`config.mk`:
```
export PLATFORM = sky130hd
export DESIGN_NAME = uart_rx
export DESIGN_NICKNAME = d
export VERILOG_FILES = /design/src/rtl/uart_pkg.sv /design/src/rtl/uart_rx_fifo.sv /design/src/rtl/uart_rx.sv
export SDC_FILE = /design/constraint.sdc
export NUM_CORES = 1
export LEC_CHECK = 0
export ABC_AREA = 1
export CORE_MARGIN = 4
export CORE_UTILIZATION = 65
export CTS_CLUSTER_DIAMETER = 50
export CTS_CLUSTER_SIZE = 16
export DETAILED_ROUTE_END_ITERATION = 8
export HOLD_SLACK_MARGIN = 0.05
export PLACE_DENSITY_LB_ADDON = 0.08
export REMOVE_ABC_BUFFERS = 1
export SKIP_CTS_REPAIR_TIMING = 1
export SLEW_MARGIN = 5
export SYNTH_ARGS = -nofsm -noshare
export SYNTH_HDL_FRONTEND = slang
export SYNTH_SLANG_ARGS = --single-unit
```
`constraint.sdc`:
```
create_clock -name clk -period 6.95 [get_ports clk]
set_input_delay 1.0425 -clock clk [delete_from_list [all_inputs] [get_ports clk]]
set_output_delay 1.0425 -clock clk [all_outputs]
set_load 0.05 [all_outputs]
```
`src/rtl/uart_pkg.sv`:
```
// Shared definitions for the UART receiver: register map, STATUS bit positions, FSM states.
package uart_pkg;

  localparam int unsigned DATA_W = 8;

  localparam logic [2:0] ADDR_PR     = 3'b000;
  localparam logic [2:0] ADDR_DATA   = 3'b001;
  localparam logic [2:0] ADDR_STATUS = 3'b011;

  localparam int unsigned STAT_EMPTY  = 0;
  localparam int unsigned STAT_FULL   = 1;
  localparam int unsigned STAT_OVR    = 2;
  localparam int unsigned STAT_FERR   = 3;
  localparam int unsigned STAT_RXDONE = 4;
  localparam int unsigned STAT_BUSY   = 5;

  typedef enum logic [2:0] {
    StIdle,
    StStart,
    StData,
    StStop,
    StWaitHi
  } rx_state_e;

endpackage

```
`src/rtl/uart_rx_fifo.sv`:
```
// Synchronous byte FIFO, 2^FIFO_AW entries, all usable; a separate count tells full from empty.
module uart_rx_fifo #(
  parameter int unsigned FIFO_AW = 3
) (
  input  logic                      clk,
  input  logic                      reset,
  input  logic                      push,
  input  logic                      pop,
  input  logic [uart_pkg::DATA_W-1:0] din,
  output logic [uart_pkg::DATA_W-1:0] dout,
  output logic                      full,
  output logic                      empty
);
  import uart_pkg::*;

  localparam int unsigned Depth = 1 << FIFO_AW;
  localparam logic [FIFO_AW:0] DepthCnt = Depth[FIFO_AW:0];

  logic [DATA_W-1:0]  mem_q [Depth];
  logic [FIFO_AW-1:0] wptr_q, rptr_q;
  logic [FIFO_AW:0]   count_q;
  logic               do_push, do_pop;

  assign full    = (count_q == DepthCnt);
  assign empty   = (count_q == '0);
  assign do_push = push && !full;
  assign do_pop  = pop && !empty;
  assign dout    = mem_q[rptr_q];

  always_ff @(posedge clk) begin
    if (do_push) begin
      mem_q[wptr_q] <= din;
    end
  end

  always_ff @(posedge clk) begin
    if (!reset) begin
      wptr_q  <= '0;
      rptr_q  <= '0;
      count_q <= '0;
    end else begin
      if (do_push) begin
        wptr_q <= wptr_q + 1'b1;
      end
      if (do_pop) begin
        rptr_q <= rptr_q + 1'b1;
      end
      case ({do_push, do_pop})
        2'b10:   count_q <= count_q + 1'b1;
        2'b01:   count_q <= count_q - 1'b1;
        default: count_q <= count_q;
      endcase
    end
  end

endmodule

```
`src/rtl/uart_rx.sv`:
```
// 8N1 UART receiver with register port and receive FIFO.
// Define UART_RX_MAJORITY_EN for 2-of-3 majority sampling of each bit (needs PR >= 1).
module uart_rx #(
  parameter logic [7:0]  PERIOD  = 8'h1A,
  parameter int unsigned FIFO_AW = 3
) (
  input  logic       clk,
  input  logic       reset,
  input  logic       wren,
  input  logic       rden,
  input  logic [2:0] addr,
  input  logic [7:0] din,
  output logic [7:0] dout,
  input  logic       rxin
);
  import uart_pkg::*;

  rx_state_e  state_q;
  logic       rx_m, rx_s;
  logic [7:0] pr_q, pr_eff_q, sreg_q;
  logic [8:0] timer_q, limit;
  logic [2:0] bitcnt_q;
  logic       running, tick, sample_ev, sample_bit;
  logic       rxdone_q, ferr_q, ovr_q;
  logic       frame_ok, frame_bad;
  logic       fifo_push, fifo_pop, fifo_full, fifo_empty;
  logic [7:0] fifo_dout, status;

  always_ff @(posedge clk) begin
    if (!reset) begin
      rx_m <= 1'b1;
      rx_s <= 1'b1;
    end else begin
      rx_m <= rxin;
      rx_s <= rx_m;
    end
  end

`ifdef UART_RX_MAJORITY_EN
  logic rx_h1, rx_h2, tick_q;

  always_ff @(posedge clk) begin
    if (!reset) begin
      rx_h1  <= 1'b1;
      rx_h2  <= 1'b1;
      tick_q <= 1'b0;
    end else begin
      rx_h1  <= rx_s;
      rx_h2  <= rx_h1;
      tick_q <= tick;
    end
  end

  // Act one clock after the nominal sample so the sample+1 value can join the vote.
  assign sample_ev  = tick_q;
  assign sample_bit = (rx_s & rx_h1) | (rx_s & rx_h2) | (rx_h1 & rx_h2);
`else
  assign sample_ev  = tick;
  assign sample_bit = rx_s;
`endif

  always_comb begin
    running = (state_q == StStart) || (state_q == StData) || (state_q == StStop);
    // Half a bit (H-1 = PR) to centre on the start bit, then full bits (T-1 = 2PR+1).
    limit   = (state_q == StStart) ? {1'b0, pr_eff_q} : {pr_eff_q, 1'b1};
    tick    = running && (timer_q == limit);

    frame_ok  = sample_ev && (state_q == StStop) && sample_bit;
    frame_bad = sample_ev && (state_q == StStop) && !sample_bit;
    fifo_push = frame_ok && !fifo_full;
    fifo_pop  = rden && (addr == ADDR_DATA) && !fifo_empty;

    status              = 8'h00;
    status[STAT_BUSY]   = (state_q != StIdle);
    status[STAT_RXDONE] = rxdone_q;
    status[STAT_FERR]   = ferr_q;
    status[STAT_OVR]    = ovr_q;
    status[STAT_FULL]   = fifo_full;
    status[STAT_EMPTY]  = fifo_empty;
  end

  always_ff @(posedge clk) begin
    if (!reset) begin
      state_q  <= StIdle;
      timer_q  <= '0;
      pr_eff_q <= PERIOD;
      bitcnt_q <= '0;
      sreg_q   <= '0;
    end else begin
      if (tick) begin
        timer_q  <= '0;
        pr_eff_q <= pr_q;
      end else if (running) begin
        timer_q <= timer_q + 9'd1;
      end

      case (state_q)
        StIdle: begin
          if (!rx_s) begin
            state_q  <= StStart;
            timer_q  <= '0;
            pr_eff_q <= pr_q;
          end
        end
        StStart: begin
          if (sample_ev) begin
            if (!sample_bit) begin
              bitcnt_q <= '0;
              state_q  <= StData;
            end else begin
              state_q <= StIdle;
            end
          end
        end
        StData: begin
          if (sample_ev) begin
            sreg_q   <= {sample_bit, sreg_q[7:1]};
            bitcnt_q <= bitcnt_q + 3'd1;
            if (bitcnt_q == 3'd7) begin
              state_q <= StStop;
            end
          end
        end
        StStop: begin
          if (sample_ev) begin
            state_q <= sample_bit ? StIdle : StWaitHi;
          end
        end
        StWaitHi: begin
          if (rx_s) begin
            state_q <= StIdle;
          end
        end
        default: state_q <= StIdle;
      endcase
    end
  end

  always_ff @(posedge clk) begin
    if (!reset) begin
      pr_q     <= PERIOD;
      rxdone_q <= 1'b0;
      ferr_q   <= 1'b0;
      ovr_q    <= 1'b0;
      dout     <= 8'h00;
    end else begin
      if (wren && (addr == ADDR_PR)) begin
        pr_q <= din;
      end
      if (wren && (addr == ADDR_STATUS)) begin
        rxdone_q <= rxdone_q & din[STAT_RXDONE];
        ferr_q   <= ferr_q & din[STAT_FERR];
        ovr_q    <= ovr_q & din[STAT_OVR];
      end
      // Later assignments win, so a set in the same cycle overrides a clear.
      if (frame_ok) begin
        rxdone_q <= 1'b1;
      end
      if (frame_ok && fifo_full) begin
        ovr_q <= 1'b1;
      end
      if (frame_bad) begin
        ferr_q <= 1'b1;
      end

      if (rden) begin
        case (addr)
          ADDR_PR:     dout <= pr_q;
          ADDR_DATA:   dout <= fifo_empty ? 8'h00 : fifo_dout;
          ADDR_STATUS: dout <= status;
          default:     dout <= 8'h00;
        endcase
      end
    end
  end

  uart_rx_fifo #(
    .FIFO_AW(FIFO_AW)
  ) u_fifo (
    .clk   (clk),
    .reset (reset),
    .push  (fifo_push),
    .pop   (fifo_pop),
    .din   (sreg_q),
    .dout  (fifo_dout),
    .full  (fifo_full),
    .empty (fifo_empty)
  );

endmodule

```
# Yosys cells after proc, flatten, opt, wreduce, memory -nomap -nowiden
# Memory sizes are Yosys's and may differ from the RTL's. A register that Yosys moved wholly into a read port is not among the register bits.
# Index checks and enable logic that the tools add are counted.
# word_totals
reg_bits,62
ramBits,64
out_inout_bits,8
elab_cells,106
mem_count,1
# memory_table
memory,words,width,read_ports,rd_clocked_by_memory_dff,write_ports,line_no,source
u_fifo.mem_q,8,8,1,1,1,uart_rx_fifo.sv:19,logic [DATA_W-1:0] mem_q [Depth];
# op_classes
addsub,6
n_eq_ne,18
muxes,34
n_bitwise,3
reduce_logical,29
# op_table
cell,count
two-way mux 9 bit,5
two-way mux 3 bit,12
two-way mux 8 bit,4
case mux 8 bit (3 select lines),1
case mux 3 bit (5 select lines),1
logical AND 1 bit,12
inequality test 2 bit (second input constant),6
nonzero test 2 bit,5
adder 3 x 1 -> 3 bit (second input constant),3
adder 9 x 1 -> 9 bit (second input constant),1
equality test 3 x 2 -> 1 bit (second input constant),3
equality test 9 bit,1
two-way mux 1 bit,8
case mux 4 bit (2 select lines),1
equality test 3 x 1 -> 1 bit (second input constant),2
equality test 3 bit (second input constant),2
zero test 3 bit,2
case mux 3 bit (2 select lines),1
AND reduction 6 bit,1
adder 4 x 1 -> 4 bit (second input constant),1
equality test 4 bit (second input constant),1
zero test 4 bit,1
AND reduction 4 bit,1
subtractor 4 x 1 -> 4 bit (second input constant),1
9 further kinds,14

# Logic depth before layout (Yosys ltp)
# Gate-level depths: netlist (run 1).
# logic_depth
word_depth,10
mapped_depth,20

# Modules after synthesis
# From an unflattened synthesis (run 1), not the netlist that was laid out.
# hier_totals
hier_cells,646
area_unflattened_um2,5805.6
# modules_own_cells
module,n_inst,cells_per_inst,area_each_um2,seq_area_each_um2
uart_rx_fifo,1,276,3190.6,2182.1
uart_rx,1,370,2615.0,1041.0

# Worst setup path after synthesis (run 1)
# No wires, ideal clock.
# synth_path
path_kind,input to register
start,input port addr[2]
end,register u_fifo.count_q[2]
setup_ns,0.115
arrival_ns,2.691
required_time_ns,6.835
setup_slack_ns,4.143
path_stages,14
n_path_buf,0
cell_sequence,inv_1 nand2_1 nor3_2 nand2_1 inv_1 ha_1 nand2_1 inv_1 nor2_1 ha_1 a21oi_1 xor2_1 o21ai_0 inv_1
# synth_via
elab_chain_len,6
# synth_rtl
item,line_no,source
start: declaration,uart_rx.sv:11,"input logic [2:0] addr,"
equality test 3 x 1 -> 1 bit *,uart_rx.sv:71,fifo_pop = rden && (addr == ADDR_DATA) && !fifo_empty;
logical AND 1 bit * (2 in series),uart_rx.sv:71,
logical AND 1 bit *,uart_rx_fifo.sv:27,assign do_pop = pop && !empty;
via u_fifo.do_pop,uart_rx_fifo.sv:22,"logic do_push, do_pop;"
equality test 2 x 1 -> 1 bit or equality test 2 bit (tied branches),uart_rx_fifo.sv:48,"case ({do_push, do_pop})"
case mux 4 bit (2 select lines) or nonzero test 2 bit (tied branches),--,
end signal: assignment,uart_rx_fifo.sv:49,2'b10: count_q <= count_q + 1'b1;
end signal: assignment,uart_rx_fifo.sv:50,2'b01: count_q <= count_q - 1'b1;
end signal: assignment,uart_rx_fifo.sv:51,default: count_q <= count_q;
end: declaration,uart_rx_fifo.sv:21,logic [FIFO_AW:0] count_q;
# Mark *: on every way through the listed nets, which the timed path passes. The rest lies on a longest branch.
# A chain may end at the register's enable or synchronous reset.

# Worst setup path in the final report (run 1)
# layout_path
start,register state_q[1]
end,register u_fifo.count_q[2]
# layout_via
elab_chain_len,10
# layout_rtl
item,line_no,source
start: declaration,uart_rx.sv:18,rx_state_e state_q;
start signal: assignment,uart_rx.sv:84,state_q <= StIdle;
start signal: assignment,uart_rx.sv:100,state_q <= StStart;
start signal: assignment,uart_rx.sv:109,state_q <= StData;
equality test 3 x 1 -> 1 bit or equality test 3 x 2 -> 1 bit (tied branches),"uart_rx.sv:63, uart_rx.sv:65",
two-way mux 9 bit or logical OR 1 bit (tied branches),"uart_rx.sv:65, uart_rx.sv:63",
equality test 9 bit or logical OR 1 bit (tied branches),"uart_rx.sv:66, uart_rx.sv:63",
logical AND 1 bit,uart_rx.sv:66,tick = running && (timer_q == limit);
logical AND 1 bit * (2 in series),uart_rx.sv:68,frame_ok = sample_ev && (state_q == StStop) && sample_bit;
logical AND 1 bit *,uart_rx.sv:70,fifo_push = frame_ok && !fifo_full;
logical AND 1 bit *,uart_rx_fifo.sv:26,assign do_push = push && !full;
equality test 2 x 1 -> 1 bit or equality test 2 bit (tied branches),uart_rx_fifo.sv:48,
case mux 4 bit (2 select lines) or nonzero test 2 bit (tied branches),--,
# Every way passes the cells marked *; elsewhere a longest branch is shown, timed or not.

==> flow_summary.json, run 1 <==
{
  "max_cap_viol_count": 0,
  "min_period_ps": 3150,
  "dr.pass1.iters": 5,
  "start_kind": "flop",
  "worst-r2r-cell-count": 19,
  "routed_wl_mm": 13.6,
  "clk_latency_ps": 520,
  "startpoint": "state_q[1]$_SDFFE_PN0P_",
  "final_common_cell": "nand2_1",
  "clkSinkCount": 129,
  "crit_buf_inv": 4,
  "rsz0062_at_grt": "no",
  "cts_max_level": 4,
  "dieWidth_um": 101,
  "worstMarginPinSlew_ps": 1030,
  "r2r_start": "state_q[1]$_SDFFE_PN0P_",
  "slew_viol_final": 0,
  "chipHeight_um": 101,
  "crit_type": "reg -> reg",
  "antenna_found_initial": 0,
  "grt_max_degree": 34,
  "wl_per_cell_um": 18.1,
  "io_buffers": 23,
  "path_depth": 19,
  "outcome": "completed",
  "via_per_inst": 6.05,
  "p_total_w": 0.00211,
  "ios": 24,
  "fin_crit_sh": 0.454,
  "syn-cell-area_um2": 5570,
  "setup-violations-final": 0,
  "antenna_cells": 0,
  "critical_path.most_common_cell": "nand2_1",
  "track_usage": 0.287,
  "initial_core_util": 0.674,
  "async_flop_share": 0,
  "yosys_register_bits": 129,
  "fill_cells": 525,
  "clock_path_buffers": 2,
  "ys_warn_count": 0,
  "cts_tree": "built",
  "synthFlopType": "dfxtp_1",
  "seqCellArea_um2": 3220,
  "cp_max_fo": 13,
  "crit_slowest_cell": "dfxtp_1",
  "drc": 0,
  "p_per_area_nw_per_um2": 321,
  "crit_end": "u_fifo.count_q[2]$_SDFFE_PN0P_",
  "critical_path.cell_chain": "inv_2 > nand3_2 > nand2_1 > o21ai_0 > nand2_1 > nand2_1 > inv_1 > nand3_1 > nor2_4 > nand4_1 > ha_1 > nand2_1 > inv_1 > nor2_1 > ha_1 > a21oi_1 > xor2_1 > o21ai_0 > inv_1",
  "cp-end-kind": "flop",
  "p_leak_nw": 2.63,
  "hold_path.class": "reg -> reg",
  "crit_family": "simple AND/OR/NAND/NOR gates",
  "layout_common_cells": "88 x nand2_1, 77 x nor2_1, 65 x dfxtp_1",
  "cts_buffers": 17,
  "whs_ps": 420,
  "ir_drop_uv": 212,
  "cts-root-buf": "clkbuf_8",
  "synth_edf_count": 64,
  "syn_to_final_growth_pct": 17.9,
  "synth_sequential_area_ratio": 0.579,
  "r2r_slack_ps": 3800,
  "fmax_ghz": 0.317,
  "worst_ep_arrival_time_ps": 3570,
  "r2r-end": "u_fifo.count_q[2]$_SDFFE_PN0P_",
  "clkSlewWorstSetupHoldPaths_ps": 60,
  "crit_required_ps": 7370,
  "vias": 4543,
  "multiInputGateArea_um2": 2030,
  "netlist_instances": 601,
  "grt_overflow": 0,
  "drt_iter0_drc": 369,
  "rows": 33,
  "hold_viol": 0,
  "drive_gt1_frac": 0.0960,
  "ant_nets": 0,
  "cp_slowest_stage_delay_ps": 350,
  "busiest_layer": "met2",
  "met2_usage": 0.464,
  "syn_avg_cell_area_um2": 9.26,
  "grt_pass1_wl_mm": 22.0,
  "grt_pass1_vias": 4489,
  "die_area_um2": 10100,
  "nets": 657,
  "grt_use_met1": 0.372,
  "routabilityCongestion": 0.879,
  "dp_hpwl_mm": 8.62,
  "setup-tns-final_ps": 0,
  "grtUsageMet3": 0.0644,
  "core_area_um2": 8260,
  "skew_ps": 10.3,
  "slew-limit-headroom": 0.310,
  "ys_types": 36
}
-- routing by layer --
metal,share of wire,vias up
met1,0.42,2190
met3,0.065,33
met4,0.022,0
met2,0.49,183
met5,0,-
li1,-,2137
-- kinds of logic after synthesis --
logic type | Yosys count | synth area share
fa+ha+maj | 8 | 0.0180
buf+inv | 80 | 0.0569
compound gates | 126 | 0.130
simple gates | 247 | 0.199
xor+xnor | 11 | 0.0173
flops | 129 | 0.579
-- per-stage QoR --
step / instance area (um2) / setup slack (ps) / cells / util
2_1_floorplan: 5480 / 4140 / 581 / -
3_3_place_gp: 5910 / 3480 / 719 / 0.716
3_5_place_dp: 5910 / 3300 / 719 / 0.716
4_1_cts: 6570 / 3810 / 751 / 0.795
5_1_grt: 6570 / 3470 / 751 / 0.795
6_report: 6570 / 3800 / 751 / 0.795
-- power breakdown --
part           leakage, nW  switching [W]  internal (W)
Sequential            1.23      0.0000260      0.000813
Clock                0.314       0.000327      0.000656
Combinational         1.08       0.000191     0.0000930
-- cells in the mapped netlist, types with 2 or more instances --
library cell  number  area share
clkbuf_1          17       0.011
and3_1             2      0.0022
xor2_1             9       0.014
ha_1               8       0.018
nor3_1            13       0.012
o211ai_1           4      0.0054
edfxtp_1          64        0.35
or2_2              3      0.0034
nor2_1            77       0.052
o22ai_1            2      0.0022
nand3_2            3      0.0054
inv_1             55       0.037
nand3_1           36       0.032
o221ai_1          16       0.025
nand2_2            4      0.0045
xnor2_1            2      0.0031
nor2_2             3      0.0034
nand2_1           88       0.059
nand3b_1           4      0.0054
a211oi_1           3      0.0040
nand4_1            6      0.0067
nor3_2             2      0.0036
a21oi_1           33       0.030
nor4_1             3      0.0034
dfxtp_1           65        0.23
inv_2              5      0.0034
o21ai_0           63       0.057
nor2_4             2      0.0040
buf_6              2      0.0040
-- sequential cells by signal, indices dropped and copies added, names as in the netlist, 4 cells and up, named ones only --
name            cells
u_fifo.mem_q       64
pr_q                8
sreg_q              8
u_fifo.count_q      4
pr_eff_q            8
timer_q             9
dout                8
-- final cells by class --
class | count | area share
flip-flops and latches | 129 | 0.491
multi-input cells | 392 | 0.309
clock buffers | 19 | 0.0642
repair buffers | 33 | 0.0465
clock inverters | 13 | 0.0353
inverters | 60 | 0.0343
well taps | 105 | 0.0200
-- worst reg2reg max path: stages, from the launching register on --
cell and delay [ps]:
dfxtp_1 350, inv_2 130, nand3_2 250, nand2_1 190, o21ai_0 120, nand2_1 90
nand2_1 70, inv_1 50, nand3_1 110, nor2_4 230, nand4_1 260, ha_1 320
nand2_1 90, inv_1 50, nor2_1 140, ha_1 190, a21oi_1 50, xor2_1 170
o21ai_0 150, inv_1 50
-- worst min-delay path by stage --
stage	startpoint	end	slack, ps	cells past startpoint
2_1_floorplan	rx_m$_SDFF_PN1_	rx_s$_SDFF_PN1_	390	1
5_1_grt	rx_m$_SDFF_PN1_	rx_s$_SDFF_PN1_	440	1
6_report	rx_m$_SDFF_PN1_	rx_s$_SDFF_PN1_	420	1
3_3_place_gp	rx_m$_SDFF_PN1_	rx_s$_SDFF_PN1_	400	1
4_1_cts	rx_m$_SDFF_PN1_	rx_s$_SDFF_PN1_	420	1
3_5_place_dp	rx_m$_SDFF_PN1_	rx_s$_SDFF_PN1_	400	1
(Power assumes the default switching activity.)
==> run 2, diff against run 1 <==
--- a/config.mk
+++ b/config.mk
@@ -7,7 +7,7 @@
 export LEC_CHECK = 0
 export ABC_AREA = 1
 export CORE_MARGIN = 4
-export CORE_UTILIZATION = 65
+export CORE_UTILIZATION = 54
 export CTS_CLUSTER_DIAMETER = 50
 export CTS_CLUSTER_SIZE = 16
 export DETAILED_ROUTE_END_ITERATION = 8
==> constraint.sdc (replaced) <==
create_clock -name clk -period 2.9 [get_ports clk]
set_input_delay 0.435 -clock clk [delete_from_list [all_inputs] [get_ports clk]]
set_output_delay 0.435 -clock clk [all_outputs]
set_load 0.05 [all_outputs]
==> flow_summary.json, run 2 (synthesized netlist as in run 1, its figures left out) <==
{
  "rows": 36,
  "place_area_um2": 6050,
  "clock_path_buffers": 2,
  "largest_reg_flops": 64,
  "initial_core_util": 0.562,
  "nets": 672,
  "multiInputGateArea_um2": 2060,
  "cp_max_fo": 6,
  "fill_cells": 783,
  "ant_nets": 0,
  "drive_gt1_frac": 0.118,
  "slew_viol_final": 0,
  "drc": 0,
  "via_per_inst": 5.61,
  "crit_required_ps": 3300,
  "die_area_um2": 12000,
  "io_buffers": 23,
  "ios": 24,
  "antenna_found_initial": 0,
  "grt_overflow": 0,
  "p_per_area_nw_per_um2": 738,
  "min_period_ps": 2630,
  "dr.pass1.iters": 5,
  "routabilityCongestion": 0.876,
  "post_layout_nonfiller_instances": 794,
  "clk_latency_ps": 510,
  "max_cap_viol_count": 0,
  "layout_common_cells": "88 x nand2_1, 77 x nor2_1, 64 x edfxtp_1",
  "cts_buffers": 17,
  "setup-tns-final_ps": 0,
  "p_leak_nw": 2.69,
  "antenna_cells": 0,
  "chipHeight_um": 110,
  "final_common_cell": "nand2_1",
  "max_flop_register": "u_fifo.mem_q",
  "start_kind": "flop",
  "core_area_um2": 9910,
  "vias": 4453,
  "grt_pass1_vias": 4271,
  "dieWidth_um": 110,
  "fin_crit_sh": 0.906,
  "cts_max_level": 4,
  "setup-violations-final": 0,
  "slew-limit-headroom": 0.477,
  "worstMarginPinSlew_ps": 783,
  "routed_wl_mm": 13.7,
  "cts-root-buf": "clkbuf_8",
  "postLayoutCellArea_um2": 6700,
  "drt_iter0_drc": 387,
  "placedCellCount": 761,
  "ir_drop_uv": 421,
  "reg.largest.list": "u_fifo.mem_q: 64 flops, timer_q: 9 flops",
  "clkSinkCount": 129,
  "fmax_ghz": 0.381,
  "skew_ps": 8.51,
  "cts_tree": "built",
  "syn_to_final_growth_pct": 20.4,
  "wl_per_cell_um": 17.3,
  "crit_type": "reg -> reg",
  "track_usage": 0.246,
  "clkSlewWorstSetupHoldPaths_ps": 50,
  "dp_hpwl_mm": 9.36,
  "hold_path.class": "reg -> reg",
  "rsz0062_at_grt": "no",
  "outcome": "completed",
  "seqCellArea_um2": 3230,
  "grt_pass1_wl_mm": 21.9,
  "hold_viol": 0,
  "p_total_w": 0.00494,
  "cp-end-kind": "flop",
  "grt_max_degree": 33,
  "worst_ep_arrival_time_ps": 3030,
  "fin_util": 0.676
}
## run 2: cell types whose count changed in the layout (fill, tap and decap cells not counted), moves of 2 or more
cell       delta
dfxtp_4       +2
inv_6         -2
dfxtp_1       -3
clkinv_2      +2
bufinv_16     -2
buf_4        +14
## run 2: through the flow
stage / setup slack (ps) / hold slack, ps
CTS: 68.7 / 414
floorplan: 333 / 393
detailed placement: 90.5 / 401
global placement: 226 / 396
finish: 273 / 414
global route: 3.11 / 425
## run 2: path summary, 6_finish.rpt
kind | to | slack (ps) | cells after the start | start
setup / recovery | u_fifo.count_q[2]$_SDFFE_PN0P_ | 270 | 17 | state_q[2]$_SDFFE_PN0P_
hold / removal | rx_s$_SDFF_PN1_ | 410 | 1 | rx_m$_SDFF_PN1_
setup reg to reg | u_fifo.count_q[2]$_SDFFE_PN0P_ | 270 | 17 | state_q[2]$_SDFFE_PN0P_
hold reg to reg | rx_s$_SDFF_PN1_ | 410 | 1 | rx_m$_SDFF_PN1_
## run 2: layout make-up
cell class,instances,share of cell area
clock buffers,21,0.0672
clock inverters,11,0.0239
multi-input cells,393,0.307
flip-flops and latches,129,0.482
inverters,60,0.0340
repair buffers,47,0.0612
well taps,133,0.0248
## run 2: where the power goes
part           switching, W  internal (W)
clock network      0.000735       0.00144
registers         0.0000799       0.00196
logic              0.000479      0.000255
total               0.00129       0.00365
## run 2: worst max-delay path, cell delays in order (launching register included)
cell and delay (ps):
dfxtp_4 380, inv_2 130, nand3_2 170, nand2_1 120, a21oi_1 110, nor2_1 120
nand3_1 120, nor2_4 130, nand4_1 120, ha_1 260, nand2_1 70, inv_1 50
nor2_1 130, ha_1 170, a21oi_1 50, xor2_1 170, o21ai_0 170, inv_1 60
## run 2: layer usage
layer | up-vias | global-route usage | wire (um)
met5 | - | 0 | 0
met4 | 0 | 0.0712 | 144
met3 | 14 | 0.0658 | 1010
met2 | 152 | 0.374 | 6230
met1 | 2121 | 0.348 | 6330
li1 | 2166 | - | -
==> run 3, diff against run 2 <==
--- a/config.mk
+++ b/config.mk
@@ -6,7 +6,6 @@
 export NUM_CORES = 1
 export LEC_CHECK = 0
 export ABC_AREA = 1
-export CORE_MARGIN = 4
 export CORE_UTILIZATION = 54
 export CTS_CLUSTER_DIAMETER = 50
 export CTS_CLUSTER_SIZE = 16
@@ -19,3 +18,4 @@
 export SYNTH_ARGS = -nofsm -noshare
 export SYNTH_HDL_FRONTEND = slang
 export SYNTH_SLANG_ARGS = --single-unit
+export TNS_END_PERCENT = 30
==> flow_summary.json, run 3 (synthesized netlist as in run 1, its figures left out) <==
{
  "cp-end-kind": "flop",
  "dp_hpwl_mm": 8.82,
  "critical_path.cell_chain": "inv_2 > nor2_4 > nand3_1 > nand3_1 > nand2_1 > nor2_1 > nand3_1 > nor2_4 > nand4_1 > ha_2 > buf_4 > xnor2_1 > nand3b_1 > o31ai_1 > o211ai_1 > o21ai_0 > a21oi_1",
  "final_common_cell": "nand2_1",
  "hold_viol": 0,
  "hold_path.class": "reg -> reg",
  "p_per_area_nw_per_um2": 705,
  "clk_latency_ps": 530,
  "r2r_start": "state_q[0]$_SDFFE_PN0P_",
  "setup-violations-final": 0,
  "fin_crit_sh": 0.972,
  "topRoutingLayerUsed": "met4",
  "syn_to_final_growth_pct": 19.6,
  "placedCellCount": 758,
  "drt-met1-wl_mm": 6.04,
  "dr.pass1.iters": 4,
  "min_period_ps": 2820,
  "cp_slowest_stage_delay_ps": 400,
  "worst-r2r-cell-count": 17,
  "fill_cells": 806,
  "cp_max_fo": 6,
  "rsz0062_at_grt": "yes",
  "hold_end": "rx_s$_SDFF_PN1_",
  "post_layout_nonfiller_instances": 797,
  "setup-tns-final_ps": 0,
  "clock_path_buffers": 2,
  "initial_core_util": 0.564,
  "worstMarginPinSlew_ps": 637,
  "routabilityCongestion": 0.843,
  "slew_viol_final": 0,
  "clkSinkCount": 129,
  "wl_met3_um": 684,
  "start_kind": "flop",
  "ios": 24,
  "drt_iter0_drc": 299,
  "antenna_found_initial": 0,
  "cts_max_level": 4,
  "drive_gt1_frac": 0.128,
  "cts_buffers": 17,
  "clkSlewWorstSetupHoldPaths_ps": 60,
  "track_usage": 0.251,
  "ir_drop_uv": 647,
  "routed_wl_mm": 12.9,
  "grt_pass1_vias": 4195,
  "p_total_w": 0.00469,
  "io_buffers": 23,
  "max_cap_viol_count": 0,
  "nets": 675,
  "die_area_um2": 10700,
  "chipHeight_um": 104,
  "max_flop_register": "u_fifo.mem_q",
  "slew-limit-headroom": 0.575,
  "postLayoutCellArea_um2": 6660,
  "drc": 0,
  "grt_overflow": 0,
  "vias": 4463,
  "r2r-end": "u_fifo.count_q[3]$_SDFFE_PN0P_",
  "skew_ps": 8.97,
  "grt_pass1_wl_mm": 20.7,
  "whs_ps": 412,
  "crit_family": "simple AND/OR/NAND/NOR gates",
  "r2r_slack_ps": 80,
  "fmax_ghz": 0.355,
  "routed-wl-met2_mm": 5.87,
  "cts-root-buf": "clkbuf_8",
  "cts_tree": "built",
  "reg.largest.list": "u_fifo.mem_q: 64 flops, timer_q: 9 flops",
  "rows": 36,
  "p_leak_nw": 2.66,
  "layout_common_cells": "88 x nand2_1, 76 x nor2_1, 64 x edfxtp_1",
  "crit_required_ps": 3320,
  "min_delay_path_depth": 1,
  "holdCritStartpoint": "rx_m$_SDFF_PN1_",
  "crit_buf_inv": 2,
  "crit_slowest_cell": "dfxtp_4",
  "grt_max_degree": 33,
  "dieWidth_um": 104,
  "place_area_um2": 6030,
  "largest_reg_flops": 64,
  "antenna_cells": 0,
  "core_area_um2": 9860,
  "outcome": "completed",
  "worst_ep_arrival_time_ps": 3240,
  "critical_path.most_common_cell": "nand3_1",
  "wl_per_cell_um": 16.2,
  "crit_type": "reg -> reg",
  "via_per_inst": 5.60,
  "ant_nets": 0
}
-- run 3: cell types whose count changed in the layout (fill, tap and decap cells not counted), sizes merged --
| cell | previous run | this run |
|---|---|---|
| bufinv | 4 | 1 |
| clkinv | 7 | 10 |
| clkinvlp | 0 | 3 |
| clkbuf | 21 | 17 |
| inv | 60 | 61 |
| buf | 24 | 27 |
-- run 3: layer usage --
layer,up-vias,track usage
li1,2173,-
met1,2125,0.345
met2,135,0.370
met3,30,0.0522
met4,0,0.140
met5,-,0
-- run 3: worst reg2reg max path, cell delays in order (launching register included) --
cell and delay, ps:
dfxtp_4 400, inv_2 90, nor2_4 140, nand3_1 120, nand3_1 100, nand2_1 60, nor2_1 100, nand3_1 140
nor2_4 220, nand4_1 160, ha_2 240, buf_4 140, xnor2_1 140, nand3b_1 190, o31ai_1 80, o211ai_1 130
o21ai_0 190, a21oi_1 60
-- run 3: cell type report --
class	count	area (um2)	share of cell area
multi-input cells	393	2060	0.310
well taps	133	166	0.0250
clock buffers	17	414	0.0622
flip-flops and latches	129	3230	0.486
inverters	60	230	0.0346
repair buffers	50	433	0.0650
clock inverters	15	119	0.0179
-- run 3: how the worst max path moves through the flow --
stage,from,end,cells past startpoint
floorplan,state_q[1]$_SDFFE_PN0P_,u_fifo.mem_q[1][0]$_DFFE_PP_,11
global placement,state_q[1]$_SDFFE_PN0P_,u_fifo.count_q[2]$_SDFFE_PN0P_,19
detailed placement,state_q[1]$_SDFFE_PN0P_,u_fifo.count_q[2]$_SDFFE_PN0P_,19
CTS,state_q[1]$_SDFFE_PN0P_,u_fifo.count_q[2]$_SDFFE_PN0P_,19
global route,state_q[0]$_SDFFE_PN0P_,u_fifo.count_q[3]$_SDFFE_PN0P_,17
finish,state_q[0]$_SDFFE_PN0P_,u_fifo.count_q[3]$_SDFFE_PN0P_,17
-- run 3: through the flow --
step	util	setup WS (ps)
6_report	0.675	80.0
5_1_grt	0.675	-42.0
3_5_place_dp	0.611	63.3
4_1_cts	0.665	-18.8
3_3_place_gp	0.611	210
2_1_floorplan	-	333
-- run 3: power by group --
group,leakage [nW],total [W],internal (W),switching (W)
Combinational,1.17,0.000751,0.000263,0.000488
Sequential,1.23,0.00204,0.00196,0.0000831
Clock,0.256,0.00190,0.00112,0.000778
Total,2.66,0.00469,0.00334,0.00135
